==> config.mk <==
export PLATFORM = sky130hd
export DESIGN_NAME = dlf_pi_rw_flat
export DESIGN_NICKNAME = d
export VERILOG_FILES = /design/src/rtl/dlf_pi_rw_if.sv /design/src/rtl/dlf_pi_rw.sv /design/src/flat_wrapper.sv
export SDC_FILE = /design/constraint.sdc
export NUM_CORES = 1
export LEC_CHECK = 0
export CAP_MARGIN = 20
export CORE_MARGIN = 2
export CORE_UTILIZATION = 40
export DETAILED_ROUTE_END_ITERATION = 16
export PLACE_DENSITY = 0.57
export SYNTH_ARGS = -nofsm -noshare
export SYNTH_HDL_FRONTEND = slang
export SYNTH_SLANG_ARGS = --single-unit
export TNS_END_PERCENT = 30
==> constraint.sdc <==
create_clock -name clk -period 16.2 [get_ports clk]
set_input_delay 4.05 -clock clk [delete_from_list [all_inputs] [get_ports clk]]
set_output_delay 4.05 -clock clk [all_outputs]
set_load 0.03 [all_outputs]
==> src/rtl/dlf_pi_rw_if.sv <==
// Phase-detector / control-word bundle for the PI loop filter.
// The master side is the driver of decisions; the slave side is the filter.
interface dlf_pi_rw_if #(
  parameter int W = 8
);
  logic [1:0]   mode;
  logic         pd_valid;
  logic         lead;
  logic [W-1:0] master_in;
  logic [W-1:0] slave_out;
  logic         out_valid;
  logic         sat;

  modport master (
    output mode, pd_valid, lead, master_in,
    input  slave_out, out_valid, sat
  );

  modport slave (
    input  mode, pd_valid, lead, master_in,
    output slave_out, out_valid, sat
  );
endinterface

==> src/rtl/dlf_pi_rw.sv <==
// PI loop filter for bang-bang phase detectors: random-walk vote pre-filter,
// saturating integrator, one-cycle proportional kick, clamped control word.
module dlf_pi_rw #(
  parameter int W         = 8,
  parameter int RW_LEN    = 8,
  parameter int INT_STEP  = 1,
  parameter int PROP_STEP = 4
) (
  input  logic          clk,
  input  logic          rst,
  dlf_pi_rw_if.slave    bus
);

  typedef enum logic [1:0] {
    MODE_BYPASS = 2'b00,
    MODE_INT    = 2'b01,
    MODE_PI     = 2'b10,
    MODE_HOLD   = 2'b11
  } mode_e;

  localparam int RW_W = $clog2(RW_LEN) + 2;  // holds +/-RW_LEN signed
  localparam int IW   = W + 1;               // integrator width
  localparam int XW   = W + 2;               // integrator with step headroom
  localparam int SW   = W + 3;               // output sum width

  localparam logic signed [RW_W-1:0] RW_POS  = RW_W'(RW_LEN);
  localparam logic signed [RW_W-1:0] RW_NEG  = -RW_W'(RW_LEN);
  localparam logic signed [XW-1:0]   INT_HI  = XW'((1 << W) - 1);
  localparam logic signed [XW-1:0]   INT_LO  = -XW'((1 << W) - 1);
  localparam logic signed [XW-1:0]   INT_INC = XW'(INT_STEP);
  localparam logic signed [SW-1:0]   OUT_HI  = SW'((1 << W) - 1);
  localparam logic signed [SW-1:0]   KICK    = SW'(PROP_STEP);

  mode_e mode;
  assign mode = mode_e'(bus.mode);

  logic signed [RW_W-1:0] rw_q, rw_step, rw_next;
  logic signed [IW-1:0]   integ_q, integ_next;
  logic signed [XW-1:0]   integ_sum;
  logic signed [SW-1:0]   prop, sum;
  logic                   active, vote_up, vote_dn;
  logic [W-1:0]           slave_q, slave_next;
  logic                   out_valid_q, sat_q, sat_next;

  // NOTE: every signal gets a default at the top of always_comb so no path
  // leaves it unassigned, which would infer a latch.
  always_comb begin
    active  = (mode == MODE_INT) || (mode == MODE_PI);
    rw_step = bus.lead ? rw_q + RW_W'(1) : rw_q - RW_W'(1);
    vote_up = active && bus.pd_valid && (rw_step == RW_POS);
    vote_dn = active && bus.pd_valid && (rw_step == RW_NEG);

    rw_next = rw_q;
    if (vote_up || vote_dn)            rw_next = '0;
    else if (active && bus.pd_valid)   rw_next = rw_step;

    // Stepping into a rail in the same direction clamps back to the rail.
    integ_sum = XW'(integ_q);
    if (vote_up)      integ_sum = XW'(integ_q) + INT_INC;
    else if (vote_dn) integ_sum = XW'(integ_q) - INT_INC;

    if (integ_sum > INT_HI)      integ_next = IW'(INT_HI);
    else if (integ_sum < INT_LO) integ_next = IW'(INT_LO);
    else                         integ_next = IW'(integ_sum);

    prop = '0;
    if (mode == MODE_PI) begin
      if (vote_up)      prop = KICK;
      else if (vote_dn) prop = -KICK;
    end

    sum      = SW'($signed({1'b0, bus.master_in})) + SW'(integ_next) + prop;
    sat_next = sum[SW-1] || (sum > OUT_HI);

    if (sum[SW-1])          slave_next = '0;
    else if (sum > OUT_HI)  slave_next = '1;
    else                    slave_next = sum[W-1:0];
  end

  // NOTE: sequential state uses non-blocking assignments so every register
  // samples the pre-edge values regardless of statement order.
  always_ff @(posedge clk or posedge rst) begin
    if (rst) begin
      rw_q        <= '0;
      integ_q     <= '0;
      slave_q     <= '0;
      out_valid_q <= 1'b0;
      sat_q       <= 1'b0;
    end else begin
      unique case (mode)
        MODE_BYPASS: begin
          rw_q        <= '0;
          integ_q     <= '0;
          slave_q     <= bus.master_in;
          out_valid_q <= 1'b0;
          sat_q       <= 1'b0;
        end
        MODE_HOLD: begin
          // integrator, output word and sat flag keep their values
          rw_q        <= '0;
          out_valid_q <= 1'b0;
        end
        default: begin
          rw_q        <= rw_next;
          integ_q     <= integ_next;
          slave_q     <= slave_next;
          out_valid_q <= vote_up || vote_dn;
          sat_q       <= sat_next;
        end
      endcase
    end
  end

  assign bus.slave_out = slave_q;
  assign bus.out_valid = out_valid_q;
  assign bus.sat       = sat_q;

endmodule

==> src/flat_wrapper.sv <==
// flat-port wrapper written by rule: the top's interface ports become plain ports
module dlf_pi_rw_flat 
#(
  parameter int W         = 8,
  parameter int RW_LEN    = 8,
  parameter int INT_STEP  = 1,
  parameter int PROP_STEP = 4
)
  (clk, rst, bus_mode, bus_pd_valid, bus_lead, bus_master_in, bus_slave_out, bus_out_valid, bus_sat);
  dlf_pi_rw_if #(.W(W)) bus_i ();
  input  logic clk;
  input  logic rst;
  input wire logic [$bits(bus_i.mode)-1:0] bus_mode;
  input wire logic [$bits(bus_i.pd_valid)-1:0] bus_pd_valid;
  input wire logic [$bits(bus_i.lead)-1:0] bus_lead;
  input wire logic [$bits(bus_i.master_in)-1:0] bus_master_in;
  output wire logic [$bits(bus_i.slave_out)-1:0] bus_slave_out;
  output wire logic [$bits(bus_i.out_valid)-1:0] bus_out_valid;
  output wire logic [$bits(bus_i.sat)-1:0] bus_sat;
  assign bus_i.mode = bus_mode;
  assign bus_i.pd_valid = bus_pd_valid;
  assign bus_i.lead = bus_lead;
  assign bus_i.master_in = bus_master_in;
  assign bus_slave_out = bus_i.slave_out;
  assign bus_out_valid = bus_i.out_valid;
  assign bus_sat = bus_i.sat;
  dlf_pi_rw #(.W(W), .RW_LEN(RW_LEN), .INT_STEP(INT_STEP), .PROP_STEP(PROP_STEP)) u_core (.clk(clk), .rst(rst), .bus(bus_i));
endmodule
==> flow_summary.toml, run 1 <==
[run_status]
status = "finished, final reports clean"

[critical_path]
reg2reg_slack_ns = 9.60
worst_ep_arrival_time_ns = 10.66
cp-end-kind = "flip-flop"
critPathRequiredTime_ns = 16.38
cpPeakStageDelay_ns = 0.61
r2r_start = "u_core.rw_q[0]"
r2r_end = "u_core.bus.slave_out[6]"
cp_slowest_cell = "or4_4"
start_kind = "input port"
worstSetupPathType = "in -> reg"
ff2ff_path_depth = 29
cp_max_fo = 13

[synthesis]
yosys-top-cells-area = "dfrtp_1 (24%), ha_1 (13%), xnor2_1 (4.5%)"
synth_area_mm2 = 0.002526
seq_area_frac_synth_pct = 23.77
synth_flop_cell = "dfrtp_1"
post_synth.cell_area_avg_um2 = 8.681
synth_top_area_cell = "dfrtp_1"
synth_seq_cells = 24
synthCells = 291
yosysWarnings = 0
synth.top_cell.area_share_pct = 23.77
ys_types = 62
syn_nets = 334
synth_edf_count = 0
async_flop_share_pct = 100.0

[routing]
drc = 0
wl_um = 5987
drt.antenna.violating_nets = 0
via_count = 2110
detail_route.vias_per_cell = 5.466
dr.pass1.iters = 4
drt-initial-drc-count = 145
wl_per_cell_um = 15.51

[floorplan]
coreArea_mm2 = 0.006026
die_x_um = 83.47
die_y_um = 83.47
dieArea_mm2 = 0.006967
start_util_pct = 41.92
rows = 28
io_pins = 24

[final_layout]
nFillCells = 598
nets = 355
drive_above_1_share_pct = 9.003
multi_input_area_mm2 = 0.001757
final_common_cell = "nand2_1"
area_growth_pct = 13.97
fin_area_mm2 = 0.002879
final_cell_mix = "nand2_1 (27), ha_1 (26), dfrtp_1 (24)"
regArea_um2 = 600.6
antenna_cells_inserted = 0

[power_and_ir_drop]
pwr-share-clk_pct = 13.7
power_uw = 395.9
powerDensity_mw_per_mm2 = 137.5
p_int_uw = 220.1
p_comb_share_pct = 61.1
ir_worst_vdd_v = 0.00006863
p_sw_share_pct = 44.41
pwr-share-seq_pct = 25.3
p_sw_uw = 175.8
power_leakage_nw = 1.317

[hold_path]
hp-start = "u_core.bus.sat"
min_path_cells = 2
min_to = "u_core.bus.sat"
hold_path.class = "reg -> reg"

[cts]
cts_tree = "done"
cts_buffers = 3
cts_hold_buffers = 0
cts_resized = 0
path_clk_slew_ns = 0.09
insertion_delay_ns = 0.27
cts_setup_buffers = 0
cts.sinks = 24
root_buffer = "clkbuf_8"
h-tree-depth = 1
cts_max_path_buffers = 2

[sta]
fin_crit_ns = 10.48
hold_viol = 0
max_slew.worst_pin.slew_ns = 0.9051
rsz0062_at_grt = "false"
fin_crit_sh_pct = 64.70
finalSetupTns_ns = 0
fmax_ghz = 0.09540
maxSlewViolCount = 0
whs_ns = 0.4736
setup_violations = 0
fin_skew_ns = 0.002376
slew_headroom_pct = 39.66

[placed_design]
dpl-instance-area_mm2 = 0.002775
portBuffers = 23
dp_hpwl_um = 4576
place.gp.congestion = 0.8221

[global_routing]
grt_max_degree = 25
grt_pass1_wl_um = 10220
grt_remaining_overflow = 0
gr-usage-all-layers_pct = 17.80
antenna_found_initial = 0
grt_pass1_vias = 2111

[job]
max_cap_viol_count = 0
## stage by stage
step / util, % / cells / worst slack, ns
after global placement: 46.05 / 380 / 5.295
after detailed placement: 46.05 / 380 / 5.214
after CTS: 47.24 / 384 / 5.493
final: 47.78 / 386 / 5.718
after global routing: 47.78 / 386 / 5.064
after floorplan: - / 291 / 6.811
## registers in the layout, indices dropped and copies added (netlist names)
signal,flops
u_core.bus.sat,1
u_core.bus.slave_out,8
u_core.integ_q,9
u_core.bus.out_valid,1
u_core.rw_q,5
## logic make-up after synthesis
| group | synth area share [%] |
|---|---|
| multiplexers | 2.823 |
| adder cells (fa/ha/maj) | 16.10 |
| AND/OR/NAND/NOR | 20.56 |
| AO/OA/AOI/OAI | 21.05 |
| XOR/XNOR | 9.015 |
| flip-flops | 23.77 |
| buffers and inverters | 6.686 |
## cell type report
cell class,instances,share of cell area (%)
Multi-Input combinational cell,233,61.02
Sequential cell,24,20.86
Timing Repair Buffer,25,9.126
Inverter,25,3.259
Tap cell,75,3.259
Clock buffer,3,1.434
Clock inverter,1,1.043
## worst max-delay path, delay by kind of cell
family / cells / cell delay, ns
fa+ha+maj: 4 / 1.21
buf+inv: 6 / 1.27
xor+xnor: 3 / 0.54
simple gates: 8 / 1.89
compound gates: 9 / 1.71
## layer usage
metal	up-vias	wire, um	GRT usage, %
li1	1075	-	-
met1	986	2929	24.59
met2	41	2765	29.11
met3	8	189	2.967
met4	0	102	4.399
met5	-	0	0
## worst max-delay path by stage
stage / from / endpoint / slack [ns] / cells past startpoint
finish: bus_lead / u_core.bus.slave_out[6] / 5.72 / 30
global route: bus_lead / u_core.bus.slave_out[3] / 5.06 / 30
CTS: bus_lead / u_core.bus.slave_out[6] / 5.49 / 29
detailed placement: bus_lead / u_core.bus.slave_out[6] / 5.21 / 29
global placement: bus_lead / u_core.bus.slave_out[6] / 5.29 / 29
floorplan: bus_lead / u_core.bus.slave_out[6] / 6.81 / 27
## power by group through the flow
stage | Clock, mW | Combinational, mW | Sequential, mW
detailed placement | 0 | 0.238 | 0.101
finish | 0.0541 | 0.242 | 0.100
floorplan | 0 | 0.169 | 0.111
global route | 0.0576 | 0.269 | 0.103
global placement | 0 | 0.240 | 0.101
CTS | 0.0556 | 0.240 | 0.0996
## Yosys cell counts, drive strengths merged (2+ instances only)
cell type / count
clkbuf: 6
inv: 25
nor4: 6
or4: 2
a21boi: 4
o21ai: 22
o21bai: 2
and2: 5
a22o: 7
nand2: 28
a22oi: 6
a21oi: 16
a32o: 2
a21o: 4
buf: 2
o221ai: 2
fa: 3
nand2b: 5
xnor2: 15
maj3: 2
nor2: 20
nand3: 9
ha: 26
mux2i: 6
dfrtp: 24
nor3: 4
xor2: 8
or3: 3
a31oi: 3
nor2b: 5
nand4: 5
Power figures use the tool's default switching activity.
==> inputs of run 2 (changes only) <==
--- a/config.mk
+++ b/config.mk
@@ -9,7 +9,7 @@
 export CORE_MARGIN = 2
 export CORE_UTILIZATION = 40
 export DETAILED_ROUTE_END_ITERATION = 16
-export PLACE_DENSITY = 0.57
+export PLACE_DENSITY = 0.59
 export SYNTH_ARGS = -nofsm -noshare
 export SYNTH_HDL_FRONTEND = slang
 export SYNTH_SLANG_ARGS = --single-unit
==> constraint.sdc (replaced) <==
create_clock -name clk -period 9.2 [get_ports clk]
set_input_delay 2.3 -clock clk [delete_from_list [all_inputs] [get_ports clk]]
set_output_delay 2.3 -clock clk [all_outputs]
set_load 0.03 [all_outputs]
==> run 2 against run 1 <==
  * Critical path depth did not move
  * Hold slack better by 0.043 ns
  * Clock skew barely moved
  * Global-route usage down 0.38 points
  * Final area is 0.43% lower
  * Via count shrank 1.0%
==> flow_summary.toml, run 2 (same netlist as run 1, synthesis figures left out) <==
[job]
max_cap_viol_count = 0

[sta]
slew_headroom_pct = 39.48
fin_crit_ns = 8.737
fin_crit_sh_pct = 94.97
setup_violations = 0
finalSetupTns_ns = 0
maxSlewViolCount = 0
max_slew.worst_pin.slew_ns = 0.9078
fin_skew_ns = 0.002138
whs_ns = 0.5165
hold_viol = 0
fmax_ghz = 0.1145

[power_and_ir_drop]
power_leakage_nw = 1.312
powerDensity_mw_per_mm2 = 231.4
ir_worst_vdd_v = 0.0001164
power_uw = 663.3

[floorplan]
coreArea_mm2 = 0.006026
start_util_pct = 41.92
die_y_um = 83.47
die_x_um = 83.47
dieArea_mm2 = 0.006967
io_pins = 24
rows = 28

[critical_path]
worstSetupPathType = "in -> reg"
cp_max_fo = 13
worst_ep_arrival_time_ns = 8.84
cp_slowest_cell = "or4_4"
cp_top_family = "simple AND/OR/NAND/NOR gates"
critPathRequiredTime_ns = 9.30
critical_path_buf_inv_count = 5
cp-end-kind = "flip-flop"
cpPeakStageDelay_ns = 0.60
start_kind = "input port"

[cts]
h-tree-depth = 1
cts_max_path_buffers = 2
cts_setup_buffers = 0
cts_buffers = 3
insertion_delay_ns = 0.26
path_clk_slew_ns = 0.08
cts.sinks = 24
cts_tree = "done"
root_buffer = "clkbuf_8"

[hold_path]
hold_path.class = "reg -> reg"

[final_layout]
final-instance-count-excl-fill = 386
largest_reg_flops = 9
final_cell_mix = "nand2_1 (27), ha_1 (26), dfrtp_1 (24)"
antenna_cells_inserted = 0
final_common_cell = "nand2_1"
fin_area_mm2 = 0.002867
drive_above_1_share_pct = 9.646
regMostFlops = "u_core.integ_q"
area_growth_pct = 13.47
nets = 356

[placed_design]
dpl-instance-area_mm2 = 0.002790
dp_hpwl_um = 4607
place_inst = 382
portBuffers = 23
place.gp.congestion = 0.8412

[routing]
wl_per_cell_um = 15.27
drt.antenna.violating_nets = 0
detail_route.vias_per_cell = 5.412
drc = 0
drt-initial-drc-count = 106
via_count = 2089
wl_um = 5895
dr.pass1.iters = 4

[run_status]
status = "finished, final reports clean"

[global_routing]
gr-usage-all-layers_pct = 17.42
grt_remaining_overflow = 0
grt_max_degree = 25
grt_pass1_vias = 2022
antenna_found_initial = 0
grt_pass1_wl_um = 10020
[run 2: cell count changes in the layout (fill, tap and decap cells not counted), sizes merged]
cell,change
buf,+2
clkbuf,-1
bufinv,-1
[run 2: report_power, final]
group / internal (mW) / total [mW] / leakage [nW] / switching (mW)
Combinational: 0.195 / 0.425 / 0.978 / 0.231
Clock: 0.0292 / 0.0622 / 0.0216 / 0.0330
Sequential: 0.137 / 0.176 / 0.312 / 0.0389
[run 2: final timing paths]
path	startpoint	endpoint	slack (ns)	cells past startpoint
setup / recovery	bus_lead	u_core.bus.slave_out[6]	0.46	30
hold / removal	u_core.bus.slave_out[6]	u_core.bus.slave_out[6]	0.52	2
setup reg to reg	u_core.rw_q[0]	u_core.bus.slave_out[6]	2.57	29
hold reg to reg	u_core.bus.slave_out[6]	u_core.bus.slave_out[6]	0.52	2
max in group asynchronous	rst	u_core.integ_q[1]	6.52	3
min in group asynchronous	rst	u_core.bus.slave_out[0]	2.28	2
[run 2: worst register-to-register path, delay by kind of cell, from the launching register on]
family | cells | cell delay, ns
XOR/XNOR | 3 | 0.59
AO/OA/AOI/OAI | 9 | 1.71
flip-flops | 1 | 0.39
multiplexers | 1 | 0.27
buffers and inverters | 4 | 0.46
adder cells (fa/ha/maj) | 4 | 1.34
AND/OR/NAND/NOR | 8 | 1.72
[run 2: layout make-up]
cell class | count | area, um2
multi-input combinational | 233 | 1764
tap | 75 | 93.84
inverter | 25 | 93.84
timing repair buffer | 26 | 272.8
sequential | 24 | 600.6
clock buffer | 3 | 41.29
fill | 602 | 3159
[run 2: routing by layer]
metal  vias up  share of wire [%]  track usage, %  wire length, um
li1       1081                  -               -                -
met1       962                 51           25.80             3025
met2        44                 45           28.37             2654
met3         2                3.5           1.879              207
met4         0               0.14           1.906                8
met5         -                  0               0                0
[run 2: metrics by stage]
step           util (%)  setup WS, ns
2_1_floorplan         -         1.561
3_3_place_gp      46.30       0.04572
3_5_place_dp      46.30       0.01515
4_1_cts           46.99        0.2666
5_1_grt           47.57      -0.02318
6_report          47.57        0.4630
[run 2: repair_timing]
action	4_1_cts	5_1_grt
endpoints found under the setup margin	0	9
resized for setup	0	2
hold buffers	0	0
